## config.mk

```make
export PLATFORM = sky130hd
export DESIGN_NAME = aes_key_sched_ctrl
export DESIGN_NICKNAME = d
export VERILOG_FILES = /design/src/rtl/aes_key_sched_ctrl.sv
export SDC_FILE = /design/constraint.sdc
export NUM_CORES = 2
export LEC_CHECK = 0
export CORE_MARGIN = 4
export CORE_UTILIZATION = 40
export DETAILED_ROUTE_END_ITERATION = 8
export SYNTH_ARGS = -nofsm -noshare
export SYNTH_HDL_FRONTEND = slang
export SYNTH_SLANG_ARGS = --single-unit
```

## constraint.sdc

```tcl
create_clock -name CLK -period 17.5 [get_ports CLK]
set_input_delay 4.375 -clock CLK [delete_from_list [all_inputs] [get_ports CLK]]
set_output_delay 4.375 -clock CLK [all_outputs]
set_load 0.03 [all_outputs]
```

## src/rtl/aes_key_sched_ctrl.sv

```systemverilog
// aes_key_sched_ctrl
// Owns the load/step control of a 128-bit AES key-expansion unit. It loads a
// cipher key, steps the unit ten times, and captures the eleven round keys.
// It then serves those round keys to the cipher core through a registered read port.
// Build option: define AES_KS_ZEROIZE_EN to add a zeroize input. Zeroize wipes
// all stored key material and returns the controller to IDLE.
module aes_key_sched_ctrl #(
  parameter int KEY_W  = 128,
  parameter int NUM_RK = 11,
  parameter int AW     = 4
) (
  input  logic             CLK,
  input  logic             RST_N,
`ifdef AES_KS_ZEROIZE_EN
  input  logic             zeroize,
`endif
  input  logic             key_valid,
  output logic             key_ready,
  input  logic [KEY_W-1:0] key_in,
  output logic             ks_load,
  output logic [KEY_W-1:0] ks_key,
  output logic [3:0]       ks_rcon_idx,
  input  logic [KEY_W-1:0] ks_w,
  output logic             busy,
  output logic             keys_ready,
  input  logic             rk_rd_en,
  input  logic [AW-1:0]    rk_rd_addr,
  output logic             rk_rd_valid,
  output logic [KEY_W-1:0] rk_rd_data,
  output logic             rk_rd_err
);

  typedef enum logic [2:0] {
    ST_IDLE,
    ST_LOAD,
    ST_EXPAND,
    ST_FINAL,
    ST_READY
  } state_t;

  localparam logic [3:0]    LAST_STEP = 4'd9;
  localparam logic [AW-1:0] LAST_RK   = AW'(NUM_RK - 1);

  state_t           state;
  logic [KEY_W-1:0] rk_mem [NUM_RK];
  logic             zero_hit;

`ifdef AES_KS_ZEROIZE_EN
  assign zero_hit = zeroize;
`else
  assign zero_hit = 1'b0;
`endif

  // Sequencer: the step counter doubles as the Rcon index shown to the expander,
  // and ks_load is dropped only while in EXPAND so the expander's own index wraps cleanly.
  always_ff @(posedge CLK or negedge RST_N) begin
    if (!RST_N) begin
      state       <= ST_IDLE;
      key_ready   <= 1'b1;
      ks_load     <= 1'b1;
      ks_key      <= '0;
      ks_rcon_idx <= 4'd0;
      busy        <= 1'b0;
      keys_ready  <= 1'b0;
    end else if (zero_hit) begin
      state       <= ST_IDLE;
      key_ready   <= 1'b1;
      ks_load     <= 1'b1;
      ks_key      <= '0;
      ks_rcon_idx <= 4'd0;
      busy        <= 1'b0;
      keys_ready  <= 1'b0;
    end else begin
      case (state)
        ST_IDLE, ST_READY: begin
          if (key_valid) begin
            ks_key     <= key_in;
            keys_ready <= 1'b0;
            key_ready  <= 1'b0;
            busy       <= 1'b1;
            state      <= ST_LOAD;
          end
        end
        ST_LOAD: begin
          ks_load     <= 1'b0;
          ks_rcon_idx <= 4'd0;
          state       <= ST_EXPAND;
        end
        ST_EXPAND: begin
          if (ks_rcon_idx == LAST_STEP) begin
            ks_load     <= 1'b1;
            ks_rcon_idx <= 4'd0;
            state       <= ST_FINAL;
          end else begin
            ks_rcon_idx <= ks_rcon_idx + 4'd1;
          end
        end
        ST_FINAL: begin
          keys_ready <= 1'b1;
          busy       <= 1'b0;
          key_ready  <= 1'b1;
          state      <= ST_READY;
        end
        default: begin
          state <= ST_IDLE;
        end
      endcase
    end
  end

  // Round-key storage: each expansion cycle captures the expander's current round
  // key; the storage has no reset because keys_ready gates every read.
  always_ff @(posedge CLK) begin
    if (zero_hit) begin
      for (int i = 0; i < NUM_RK; i++) begin
        rk_mem[i] <= '0;
      end
    end else if (state == ST_EXPAND) begin
      rk_mem[ks_rcon_idx] <= ks_w;
    end else if (state == ST_FINAL) begin
      rk_mem[NUM_RK-1] <= ks_w;
    end
  end

  // Registered read port: answers one cycle after the request and returns zero
  // with an error flag for out-of-range addresses or keys that are not yet valid.
  always_ff @(posedge CLK or negedge RST_N) begin
    if (!RST_N) begin
      rk_rd_valid <= 1'b0;
      rk_rd_data  <= '0;
      rk_rd_err   <= 1'b0;
    end else begin
      rk_rd_valid <= rk_rd_en;
      if (rk_rd_en && !zero_hit && keys_ready && (rk_rd_addr <= LAST_RK)) begin
        rk_rd_data <= rk_mem[rk_rd_addr];
        rk_rd_err  <= 1'b0;
      end else begin
        rk_rd_data <= '0;
        rk_rd_err  <= rk_rd_en;
      end
    end
  end

endmodule

```

# Word level (Yosys, flattened, before mapping)
# Memories as Yosys holds them, arrays and structs flattened.
# Index checks and enable logic that the tools add are counted.
# Widths: inputs -> output; s select.
# classes
n_eq_ne	7
reduce_logical	11
n_lt_le_gt_ge	1
n_addsub	1
n_mux	21
# ops
op	count
$mux 128	2
$reduce_or 128->1	1
$pmux 3 s4	1
$mux 1	10
$mux 4	2
$pmux 4 s2	1
$reduce_and 2->1	4
$eq 3x2->1 const B	2
$mux 3	2
$pmux 1 s2	3
$add 4x1->4 const B	1
$eq 4x4->1 const B	1
$le 4x4->1 const B	1
$ne 2x2->1 const B	2
$reduce_bool 2->1	2
$eq 3x1->1 const B	1
$eq 3x3->1 const B	1
$logic_not 3->1	1
$logic_and 1x1->1	2
$reduce_or 2->1	1
# totals
ramBits	1408
memories	1
out_inout_bits	266
reg_bits	269
# mem_list
memory	words	width	read_ports	rd_clocked_by_memory_dff	write_ports	line	rtl
rk_mem	11	128	1	0	1	45	logic [KEY_W-1:0] rk_mem [NUM_RK];

# Longest topological paths before layout
# logic_depth
depth_word	6
depth_mapped	7
mapped_depth_nobuf	5

# Least setup slack after synthesis
# OpenSTA, ideal clock, no wires.
# synth_timing
path_type	register to register
from	register state[2]
to	memory rk_mem[2][0] (enable)
period_less_slack_ns	13.835
t_required_ns	16.571
stages_incl_launch_ff	5
path_slack_ns	3.665
t_arrival_ns	12.907
cell_sequence	dfrtp_1 > nand2b_1 > nor2_1 > nand2_1 > nor4_1
# synth_via
elab_chain_len	6
# synth_rtl
element	line	rtl
start: declaration	44	state_t state;
start signal: assignment	58	state <= ST_IDLE;
start signal: assignment	66	state <= ST_IDLE;
start signal: assignment	81	state <= ST_LOAD;
$eq 3x2->1	120	end else if (state == ST_FINAL) begin
$mux 1	120	
$mux 1	118	end else if (state == ST_EXPAND) begin
$mux 1 (implied by the code)	121	rk_mem[NUM_RK-1] <= ks_w;
$reduce_or 128->1 (no line)	--	
$mux 4 (no line) or $mux 1 (tied branches)	--	
end: declaration	45	
# Parallel ways exist; a longest one is shown, timed or not.

# Worst setup path after layout
# layout_timing
from	input port rk_rd_en
to	register rk_rd_data[65]
# layout_via
elab_chain_len	3
# layout_rtl
element	line	rtl
start: declaration	26	input logic rk_rd_en,
$logic_and 1x1->1 (2 in series)	134	if (rk_rd_en && !zero_hit && keys_ready && (rk_rd_addr <= LAST_RK)) begin
$mux 128	134	
end signal: assignment	135	rk_rd_data <= rk_mem[rk_rd_addr];
end: declaration	29	output logic [KEY_W-1:0] rk_rd_data,
# No other way between the ends.
# A chain may end at the register's enable or synchronous reset.

==> results.toml <==
[clock_network]
cts.reportedPaths.clkPinSlew_ns = 0.06
post_cts_buffers = 0
h-tree-depth = 4
clock_sinks = 1677
root_buffer = "clkbuf_16"
cts_made_buffers = 174
tritoncts = "done"
ctsHoldBuffers = 0
ctsResizeCount = 0
clk-insertion-delay-late_ns = 0.79
cts_buffer_depth = 3

[route]
drc = 0
vias = 32500
wire_per_inst_um = 27.6
final_antenna_net_count = 0
viasPerCell = 5.51
drt_pass1_iterations = 4
wl_um = 163000
drtIter0Drc = 2799

[synth]
ys_ff_latch = 1677
yosys_most_used_dff = "edfxtp_1"
yosys.area.top_type = "edfxtp_1"
synth_area_um2 = 62400
yosysUniqueCellTypes = 37
synthCells = 3104
ys_async_sr_fraction_pct = 16.0
yosysSeqAreaShare_pct = 78.5
syn_nets = 3370
synthTopCellsByArea = "edfxtp_1 68%, dfrtp_1 11%, mux2_2 4.6%"
yosys.area.top_type_share_pct = 67.7
synth_enable_flop_cells = 1408
yosysWarnings = 0
syn_avg_cell_area_um2 = 20.1

[timing]
hold_viol_final = 0
tns_ns = 0
post-route-period-util_pct = 42.8
rsz0062_at_grt = "no"
setup_slack_ns = 10.01
maxSlewViolCount = 0
max_freq_mhz = 134
fin_crit_ns = 7.49
slew_headroom_pct = 28.4
finalClockSkew_ns = 0.0483
setup_violations = 0
tightest_slew_ns = 1.07

[layout]
syn_to_final_growth_pct = 21.4
nNetsFinal = 3949
fillers = 12600
fin_area_um2 = 75800
drive_gt1_share_pct = 18.6

[floorplanning]
start_util_pct = 40.4
die-area_um2 = 162000
num_rows = 144
io_pins = 530
die_width_um = 403
coreArea_um2 = 155000
dieHeight_um = 403

[critical_path]
r2r-start = "state[1]"
cp_max_fo = 72
crit_type = "in -> reg"
path_cells = "clkdlybuf4s50_1 -> nand2_1 -> nor2_4 -> buf_4 -> buf_4 -> buf_4 -> a22oi_1 -> o21ai_1"
r2r_slack_ns = 13.33
cp_slowest_cell = "buf_4"
worstPathRequired_ns = 18.19
startpoint = "rk_rd_en"
cp_common_cell = "buf_4"
critical_path.startpoint_type = "input port"
critPathArrivalTime_ns = 8.18
max_stage_delay_ns = 0.80
crit_path_end_kind = "flip-flop"

[power]
power_frac_seq_pct = 47.8
switching_share_pct = 27.4
ir_drop_mv = 0.131
power_frac_comb_pct = 18.1
netSwitchingPower_mw = 2.95
power_leakage_nw = 25.4
cell_internal_pwr_mw = 7.79
pwr_density_cell_nw_per_um2 = 142
p_clk_share_pct = 34.1
power.total_mw = 10.7

[placed_design]
gp_congestion = 0.763
hpwl_um = 86700
place_area_um2 = 70000
dp_slack_ns = 9.33
io_buffers = 529

[hold_path]
hp-start = "rk_mem[10][26]"
min_path_type = "reg -> reg"

[grt]
grt_antenna_before_repair = 35
grt-ovfl-total = 0
grt_pass1_vias = 33000
grt_pass1_wl_um = 234000
grt_max_degree = 128
globalRouteTotalUtil_pct = 19.6

[status]
status = "finished, final reports clean"

[flow_run]
drv_cap = 0
[registers in the layout (all words and copies together) (netlist names)]
name / flops
busy: 1
key_ready: 1
keys_ready: 1
ks_key: 128
ks_load: 1
ks_rcon_idx: 4
rk_mem: 1408
rk_rd_data: 128
rk_rd_err: 1
rk_rd_valid: 1
state: 3
[worst paths after layout]
kind	to	depth (start not counted)
setup / recovery	rk_rd_data[65]	8
hold / removal	rk_rd_data[26]	2
setup reg to reg	rk_mem[4][65]	7
hold reg to reg	rk_rd_data[26]	2
max in group asynchronous	rk_rd_data[119]	3
min in group asynchronous	ks_key[61]	1
[power by group through the flow]
stage	Clock, mW	Combinational [mW]	Sequential [mW]
floorplan	0	0.661	5.66
global placement	0	1.95	5.20
detailed placement	0	1.97	5.22
CTS	3.75	1.97	5.14
global route	3.91	2.05	5.18
finish	3.66	1.94	5.13
[layout by cell type (no fill, tap or decap), drive strengths merged]
cell,Yosys,routed
a21oi,4,4
a22oi,256,256
or4b,1,1
a31oi,2,2
a21o,2,2
mux4,128,128
dfstp,2,2
mux2i,257,257
bufinv,0,11
clkdlybuf4s50,0,525
nand2b,2,2
buf,116,65
o21a,1,1
nor2b,4,4
ha,2,2
nor3,7,7
a32oi,108,108
nor4,1,1
a22o,1,1
nor3b,1,1
edfxtp,1408,1408
clkinv,0,50
or3b,1,1
inv,7,10
diode,0,17
clkbuf,71,261
clkinvlp,0,3
mux2,256,256
xnor2,1,1
a221oi,1,1
dfrtp,267,267
o211ai,20,20
o21ai,113,113
o22ai,2,2
nor2,12,12
nand3,25,25
nand2,25,25
[through the flow]
stage | std cells | utilization [%] | hold slack [ns]
2_1_floorplan | 3104 | - | 0.437
3_3_place_gp | 5551 | 45.3 | 0.443
3_5_place_dp | 5551 | 45.3 | 0.453
4_1_cts | 5879 | 49.0 | 0.454
5_1_grt | 5888 | 49.0 | 0.473
6_report | 5896 | 49.0 | 0.455
[cell usage after synthesis (10+ instances only)]
| cell | instances |
|---|---|
| edfxtp_1 | 1408 |
| dfrtp_1 | 267 |
| mux2i_1 | 257 |
| a22oi_1 | 256 |
| mux2_2 | 256 |
| mux4_2 | 128 |
| a32oi_1 | 108 |
| o21ai_1 | 76 |
| clkbuf_1 | 70 |
| buf_2 | 63 |
| o21ai_0 | 37 |
| buf_4 | 28 |
| nand2_1 | 25 |
| nand3_1 | 25 |
| o211ai_1 | 20 |
| buf_1 | 15 |
| nor2_1 | 12 |
| buf_6 | 10 |
[layout make-up]
| class | instances | area [µm²] | share of cell area, % |
|---|---|---|---|
| Clock inverter | 67 | 805 | 1.06 |
| Antenna cell | 17 | 42.5 | 0.0561 |
| Inverter | 7 | 26.3 | 0.0347 |
| Clock buffer | 261 | 4950 | 6.53 |
| Tap cell | 2044 | 2560 | 3.38 |
| Timing Repair Buffer | 590 | 5850 | 7.72 |
| Multi-Input combinational cell | 1233 | 12500 | 16.5 |
| Sequential cell | 1677 | 49000 | 64.7 |
[critical path: cells and delay by family]
family | cells | cell delay [ns]
compound gates | 2 | 0.40
simple gates | 2 | 0.53
buf+inv | 4 | 2.69
[per-layer routing]
layer / wire (µm) / vias up / GRT usage [%]
met4: 4170 / 18 / 6.17
met5: 130 / - / 0
met1: 68200 / 17200 / 25.9
met2: 79000 / 1090 / 32.0
met3: 11300 / 258 / 5.14
li1: - / 13900 / -
[cell families (layout without fill, tap and decap cells)]
family / Yosys count / in the layout / share of synthesized area, %
multiplexers: 641 / 641 / 13.4
AO/OA/AOI/OAI: 510 / 510 / 5.88
buffers and inverters: 194 / 925 / 1.59
adder cells (fa/ha/maj): 2 / 2 / 0.0401
flip-flops: 1677 / 1677 / 78.5
other: 0 / 17 / 0
AND/OR/NAND/NOR: 79 / 79 / 0.599
XOR/XNOR: 1 / 1 / 0.0140
Power figures use the tool's default switching activity.
